**config.mk**
```make
export PLATFORM = sky130hd
export DESIGN_NAME = instr_encoder
export DESIGN_NICKNAME = d
export VERILOG_FILES = /design/src/rtl/instr_encoder_pkg.sv /design/src/rtl/instr_encoder_imm_pack.sv /design/src/rtl/instr_encoder.sv
export SDC_FILE = /design/constraint.sdc
export NUM_CORES = 1
export LEC_CHECK = 0
export BUFFER_PORTS_ARGS = -buffer_cell sky130_fd_sc_hd__buf_2
export CAP_MARGIN = 5
export CORE_UTILIZATION = 38
export CTS_CLUSTER_DIAMETER = 30
export DETAILED_ROUTE_END_ITERATION = 10
export GPL_ROUTABILITY_DRIVEN = 0
export GPL_TIMING_DRIVEN = 0
export MAX_ROUTING_LAYER = met4
export PLACE_DENSITY = 0.72
export SYNTH_ARGS = -nofsm -noshare
export SYNTH_HDL_FRONTEND = slang
export SYNTH_SLANG_ARGS = --single-unit
```
**constraint.sdc**
```tcl
create_clock -name clk -period 3.3 [get_ports clk]
set_clock_uncertainty 0.15 [all_clocks]
set_input_delay 0.66 -clock clk [delete_from_list [all_inputs] [get_ports clk]]
set_output_delay 0.66 -clock clk [all_outputs]
set_load 0.05 [all_outputs]
```
**src/rtl/instr_encoder_pkg.sv**
```systemverilog
// Shared RV32I encoding definitions: format select codes and base opcodes,
// used by both the field assembler and the immediate packer.
package instr_encoder_pkg;

    typedef enum logic [2:0] {
        FMT_I    = 3'd0,
        FMT_S    = 3'd1,
        FMT_SB   = 3'd2,
        FMT_UJ   = 3'd3,
        FMT_JALR = 3'd4,
        FMT_U    = 3'd5
    } fmt_e;

    localparam logic [6:0]  OP_I      = 7'b0010011;
    localparam logic [6:0]  OP_S      = 7'b0100011;
    localparam logic [6:0]  OP_SB     = 7'b1100011;
    localparam logic [6:0]  OP_UJ     = 7'b1101111;
    localparam logic [6:0]  OP_JALR   = 7'b1100111;
    localparam logic [6:0]  OP_U      = 7'b0110111;
    localparam logic [31:0] NOP_INSTR = 32'h0000_0013;

endpackage

```
**src/rtl/instr_encoder_imm_pack.sv**
```systemverilog
// Scatters the immediate into its format-specific bit positions (all other
// bits zero) and flags immediates that do not fit or are misaligned.
module instr_encoder_imm_pack
    import instr_encoder_pkg::*;
(
    input  logic [2:0]  i_fmt,
    input  logic [31:0] i_imm,
    output logic [31:0] o_pat,
    output logic        o_err
);

    always_comb begin
        o_pat = 32'd0;
        o_err = 1'b0;
        case (i_fmt)
            FMT_I, FMT_JALR: begin
                o_pat = {i_imm[11:0], 20'd0};
                o_err = (i_imm[31:11] != {21{i_imm[11]}});
            end
            FMT_S: begin
                o_pat = {i_imm[11:5], 13'd0, i_imm[4:0], 7'd0};
                o_err = (i_imm[31:11] != {21{i_imm[11]}});
            end
            // Branch and jump offsets are halfword multiples; bit 0 is never encoded.
            FMT_SB: begin
                o_pat = {i_imm[12], i_imm[10:5], 13'd0, i_imm[4:1], i_imm[11], 7'd0};
                o_err = (i_imm[31:12] != {20{i_imm[12]}}) || i_imm[0];
            end
            FMT_UJ: begin
                o_pat = {i_imm[20], i_imm[10:1], i_imm[11], i_imm[19:12], 12'd0};
                o_err = (i_imm[31:20] != {12{i_imm[20]}}) || i_imm[0];
            end
            FMT_U: begin
                o_pat = {i_imm[31:12], 12'd0};
                o_err = (i_imm[11:0] != 12'd0);
            end
            default: begin
                o_pat = 32'd0;
                o_err = 1'b1;
            end
        endcase
    end

endmodule

```
**src/rtl/instr_encoder.sv**
```systemverilog
// RV32I instruction encoder with a single ready/valid output register,
// a running byte address for the held word and a saturating error counter.
module instr_encoder
    import instr_encoder_pkg::*;
(
    input  logic        clk,
    input  logic        rst,
    input  logic        in_valid,
    output logic        in_ready,
    input  logic [2:0]  fmt,
    input  logic [4:0]  rd,
    input  logic [4:0]  rs1,
    input  logic [4:0]  rs2,
    input  logic [2:0]  funct3,
    input  logic [6:0]  funct7,
    input  logic [31:0] imm,
    input  logic        clr,
    output logic        out_valid,
    input  logic        out_ready,
    output logic [31:0] out_instr,
    output logic        out_err,
    output logic [31:0] out_addr,
    output logic [7:0]  err_cnt
);

    logic [31:0] w_pat;
    logic        w_imm_err;
    logic [31:0] w_fields;
    logic [31:0] w_instr;
    logic        w_load;
    logic        w_out_hs;
    logic        w_unused_f7;

    logic        r_valid;
    logic [31:0] r_instr;
    logic        r_err;
    logic [31:0] r_addr;
    logic [7:0]  r_cnt;

    instr_encoder_imm_pack u_imm_pack (
        .i_fmt (fmt),
        .i_imm (imm),
        .o_pat (w_pat),
        .o_err (w_imm_err)
    );

    // R-type is not supported, so funct7 never reaches the encoding.
    assign w_unused_f7 = ^funct7;

    always_comb begin
        w_fields = NOP_INSTR;
        case (fmt)
            FMT_I:    w_fields = {12'd0, rs1, funct3, rd, OP_I};
            FMT_JALR: w_fields = {12'd0, rs1, 3'b000, rd, OP_JALR};
            FMT_S:    w_fields = {7'd0, rs2, rs1, funct3, 5'd0, OP_S};
            FMT_SB:   w_fields = {7'd0, rs2, rs1, funct3, 5'd0, OP_SB};
            FMT_UJ:   w_fields = {20'd0, rd, OP_UJ};
            FMT_U:    w_fields = {20'd0, rd, OP_U};
            default:  w_fields = NOP_INSTR;
        endcase
    end

    assign w_instr  = w_fields | w_pat;
    assign in_ready = !r_valid || out_ready;
    assign w_load   = in_valid && in_ready;
    assign w_out_hs = r_valid && out_ready;

    always_ff @(posedge clk or posedge rst) begin
        if (rst) begin
            r_valid <= 1'b0;
            r_instr <= 32'd0;
            r_err   <= 1'b0;
        end else if (w_load) begin
            r_valid <= 1'b1;
            r_instr <= w_instr;
            r_err   <= w_imm_err;
        end else if (out_ready) begin
            r_valid <= 1'b0;
        end
    end

    // clr wins over a coincident handshake increment.
    always_ff @(posedge clk or posedge rst) begin
        if (rst) begin
            r_addr <= 32'd0;
            r_cnt  <= 8'd0;
        end else if (clr) begin
            r_addr <= 32'd0;
            r_cnt  <= 8'd0;
        end else if (w_out_hs) begin
            r_addr <= r_addr + 32'd4;
            if (r_err && (r_cnt != 8'hFF))
                r_cnt <= r_cnt + 8'd1;
        end
    end

    assign out_valid = r_valid;
    assign out_instr = r_instr;
    assign out_err   = r_err;
    assign out_addr  = r_addr;
    assign err_cnt   = r_cnt;

endmodule

```
==> summary.md <==
| Metric | Value |
|---|---|
| Outcome | finished clean |
| Fin crit share | 70.2% |
| Area Growth Syn to Fin | 24.3% |
| Number of H-tree levels | 3 |
| FF+latch area | around 1800 um2 |
| Synth Area in XOR/XNOR | a little under 6% |
| CTS Buffer Depth | 2 |
| Die width | 105 um |
| RSZ-0062 raised after global routing | no |
| CTS tree | built |
| Max transition margin | 41.8% |
| Area leader, netlist | dfrtp_1 |
| Clk slew on worst S/H paths | 0.08 ns |
| Int Power | 1.35 mW |
| Worst Hold Depth | 2 |
| Mux share of post-synthesis cell area | 2.90% |
| Worst-Margin Slew | between 0.8 and 0.9 ns |
| Synth Register Bits | 71 |
| GRT overflow | 0 |
| DR WL/cell | approximately 16 um |
| Main combinational cell family by area after synthesis | simple AND/OR/NAND/NOR gates |
| R2r worst-path depth | 6 |
| EDFF count, synth | 0 |
| Worst Hold End | out_instr[2] |
| Setup TNS | 0 ns |
| CTS Hold Bufs | 0 |
| Final setup fails | 0 |
| Placed Cells incl. Taps | 725 |
| Iteration-0 DRC Markers | 219 |
| Share of the synthesized area in the top cell type | between 40% and 50% |
| Asr flop ratio synth | 100% |
| Critical path peak fanout | 10 |
| Die Y | 105 um |
| # port buffers | 129 |
| Worst R2R Setup Slack | 1.08 ns |
| Synth Flop Type | dfrtp_1 |
| Worst Path Arrival | 2.40 ns |
| DP Wirelength | 8950 um |
| Total CTS buffers | 9 |
| Routed WL | around 12,000 um |
| Highest clock rate | 431 MHz |
| Floorplan Core Area | 10,300 um2 |
| Distinct cell type count after synthesis | 47 |
| Req. time, crit path | 3.38 ns |
| Flop pwr share | 45.3% |
| DRC | 0 |
| Synthesized instance count | 459 |
| DRT Pass-1 Iters | 7 |
| Seq/Total Area, Yosys | 44.3% |
| Critical path class | in2reg |
| Avg Cell Area, Syn | 8.74 um2 |
| Switching share of power | between 30% and 40% |
| Worst R2R Start | out_valid |
| Largest net degree at the start of global routing | 72 |
| Vias in the first global route | 3,904 |
| Initial antenna violation count | 0 |
| Die area | 11,000 um2 |
| PwrDens | 430 nW/um2 |
| Overall Power | about 2.1 mW |
| Resized cells post-CTS | 0 |
| GRT Total Usage | about 22% |
| Static Leak | ~2.3 nW |
| Final slew viol count | 0 |
| Warnings, synthesis | 0 |
| Clock net sink count | 71 |
| Worst hold path class | reg2reg |
| Tmin final | 2.32 ns |
| Site Rows | 37 |
| Adder-cell share of the synthesized area | 0.624% |
| Ant diodes | 0 |
| Top cells by area, synth | dfrtp_1 44%, nor2_1 5.0%, a21oi_1 4.9% |
| Final Hold Fails | 0 |
| Initial Utilization | 39.0% |
| CP Capture Type | flop |
| Critical path startpoint category | primary input |
| Post-synthesis compound-gate area fraction | 17.3% |
| # IOs | 140 |
| Maxcap violations | 0 |
| CTS root buffer | clkbuf_8 |
| Hold Path Origin | out_instr[2] |
| Max IR drop VDD | 0.000258 V |
| Postcts setup bufs | 0 |
| Fraction of layout cells with a size suffix above 1 | 26.0% |
| Cell Area, Synth | 4010 um2 |
| Worst-Skew Late Latency | 0.34 ns |
| NumNets Final | 667 |
| Number of fill cells | around 1,000 |
| Clk pwr share | 27.3% |
| Antenna viol nets, final | 0 |
| Fraction of the mapped netlist area in simple logic gates | 24.1% |
| First-pass GRT wire length | about 19,000 um |
| Net Sw Power | between 0.7 and 0.8 mW |
| DR vias/cell | 5.59 |
| Multi-input logic area | 2050 um2 |
| Vias | 4,132 |
| Combinational share of power | 27.4% |
| Post-Layout Cell Count | about 740 |
| R2R Path End | out_instr[22] |
==> registers in the layout (all words and copies together), names as in the netlist <==
signal and cells:
err_cnt 8, out_instr 31, out_valid 1, out_addr 30, out_err 1
==> metal layers <==
layer | GRT usage, % | share of wire [%]
met2 | 36.9 | 49
met5 | - | 0
met4 | 7.04 | 1.5
met3 | 4.12 | 7.8
met1 | 27.8 | 42
==> how the worst max path moves through the flow <==
stage / startpoint / end / slack, ns / cells past startpoint
CTS: out_ready / out_instr[22] / 1.02 / 7
floorplan: rst / err_cnt[0] / 0.69 / 1
global route: out_ready / out_instr[21] / 0.90 / 7
global placement: rst / out_instr[19] / -0.16 / 2
detailed placement: out_ready / out_instr[21] / 0.64 / 7
finish: out_ready / out_instr[22] / 0.98 / 7
==> power groups by stage <==
stage,combinational (mW),clock (mW),sequential [mW]
6_report,0.587,0.584,0.970
5_1_grt,0.626,0.635,0.979
4_1_cts,0.588,0.604,0.971
3_5_place_dp,0.587,0,0.986
3_3_place_gp,0.578,0,0.984
2_1_floorplan,0.186,0,1.20
==> final cells by class <==
class | count | area share, %
Buffer | 31 | 2.59
Clock buffer | 10 | 2.56
Tap cell | 136 | 3.41
Inverter | 16 | 1.26
Sequential cell | 71 | 35.6
Multi-Input combinational cell | 342 | 41.1
Clock inverter | 4 | 0.502
Timing Repair Buffer | 129 | 13.0
==> through the flow <==
step / cell area [um2] / worst slack [ns] / hold WS (ns) / util (%)
6_report: 4980 / 0.982 / 0.332 / 48.5
5_1_grt: 4980 / 0.898 / 0.358 / 48.5
4_1_cts: 4980 / 1.02 / 0.336 / 48.5
3_5_place_dp: 4830 / 0.644 / 0.317 / 47.0
3_3_place_gp: 4830 / -0.156 / 0.309 / 47.0
2_1_floorplan: 4010 / 0.693 / 0.608 / -
==> cells in the mapped netlist (all sizes together) (3+ instances only) <==
cell type,count
and2,3
a211oi,7
and3,3
nor3,12
a21oi,39
or4,4
nor4,14
mux2,5
nand3,15
nand4,10
a222oi,7
a21o,7
dfrtp,71
and4,5
nor2b,14
buf,10
nand2b,5
nor2,53
a22oi,6
or3,12
clkbuf,21
a311oi,5
nand2,37
mux2i,6
xnor2,17
o21ai,27
xor2,10
inv,16
==> logic make-up after synthesis <==
family                     count (synthesis)
DFF                                       71
AOI/OAI and AO/OA                        110
adders and majority gates                  2
muxes                                     11
and+or+nand+nor                          190
buffers and inverters                     47
xor gates and xnor gates                  27
other                                      1
==> cell usage in the layout, fill, tap and decap left out, types with 3 or more instances in the layout <==
cell type,synthesis,routed
clkbuf_8,0,9
a311oi_1,5,5
dfrtp_1,71,71
nand2_1,36,36
inv_1,16,15
and3_1,3,3
nand2b_1,5,5
xnor2_1,17,17
nand4_1,10,10
buf_2,1,130
a21o_1,7,7
buf_1,6,6
or3_1,11,11
nor2_1,53,53
a21oi_1,39,39
and2_1,3,3
nor4_1,14,14
mux2i_1,6,6
and4_1,4,4
nor2b_1,14,14
mux2_2,5,5
xor2_1,10,10
a222oi_1,7,7
nor3_1,12,12
buf_4,3,3
nand3_1,14,14
a211oi_1,7,7
a22oi_1,6,6
clkbuf_1,21,22
or4_1,4,4
o21ai_0,27,27
==> worst max-delay path: stages <==
cell and delay, ns:
buf_2 0.12, nand2b_1 0.24, nand2_1 0.18, clkbuf_1 0.41
clkbuf_1 0.49, a211oi_1 0.12, a21o_1 0.19
No activity file was read; power rests on OpenSTA's default activity.
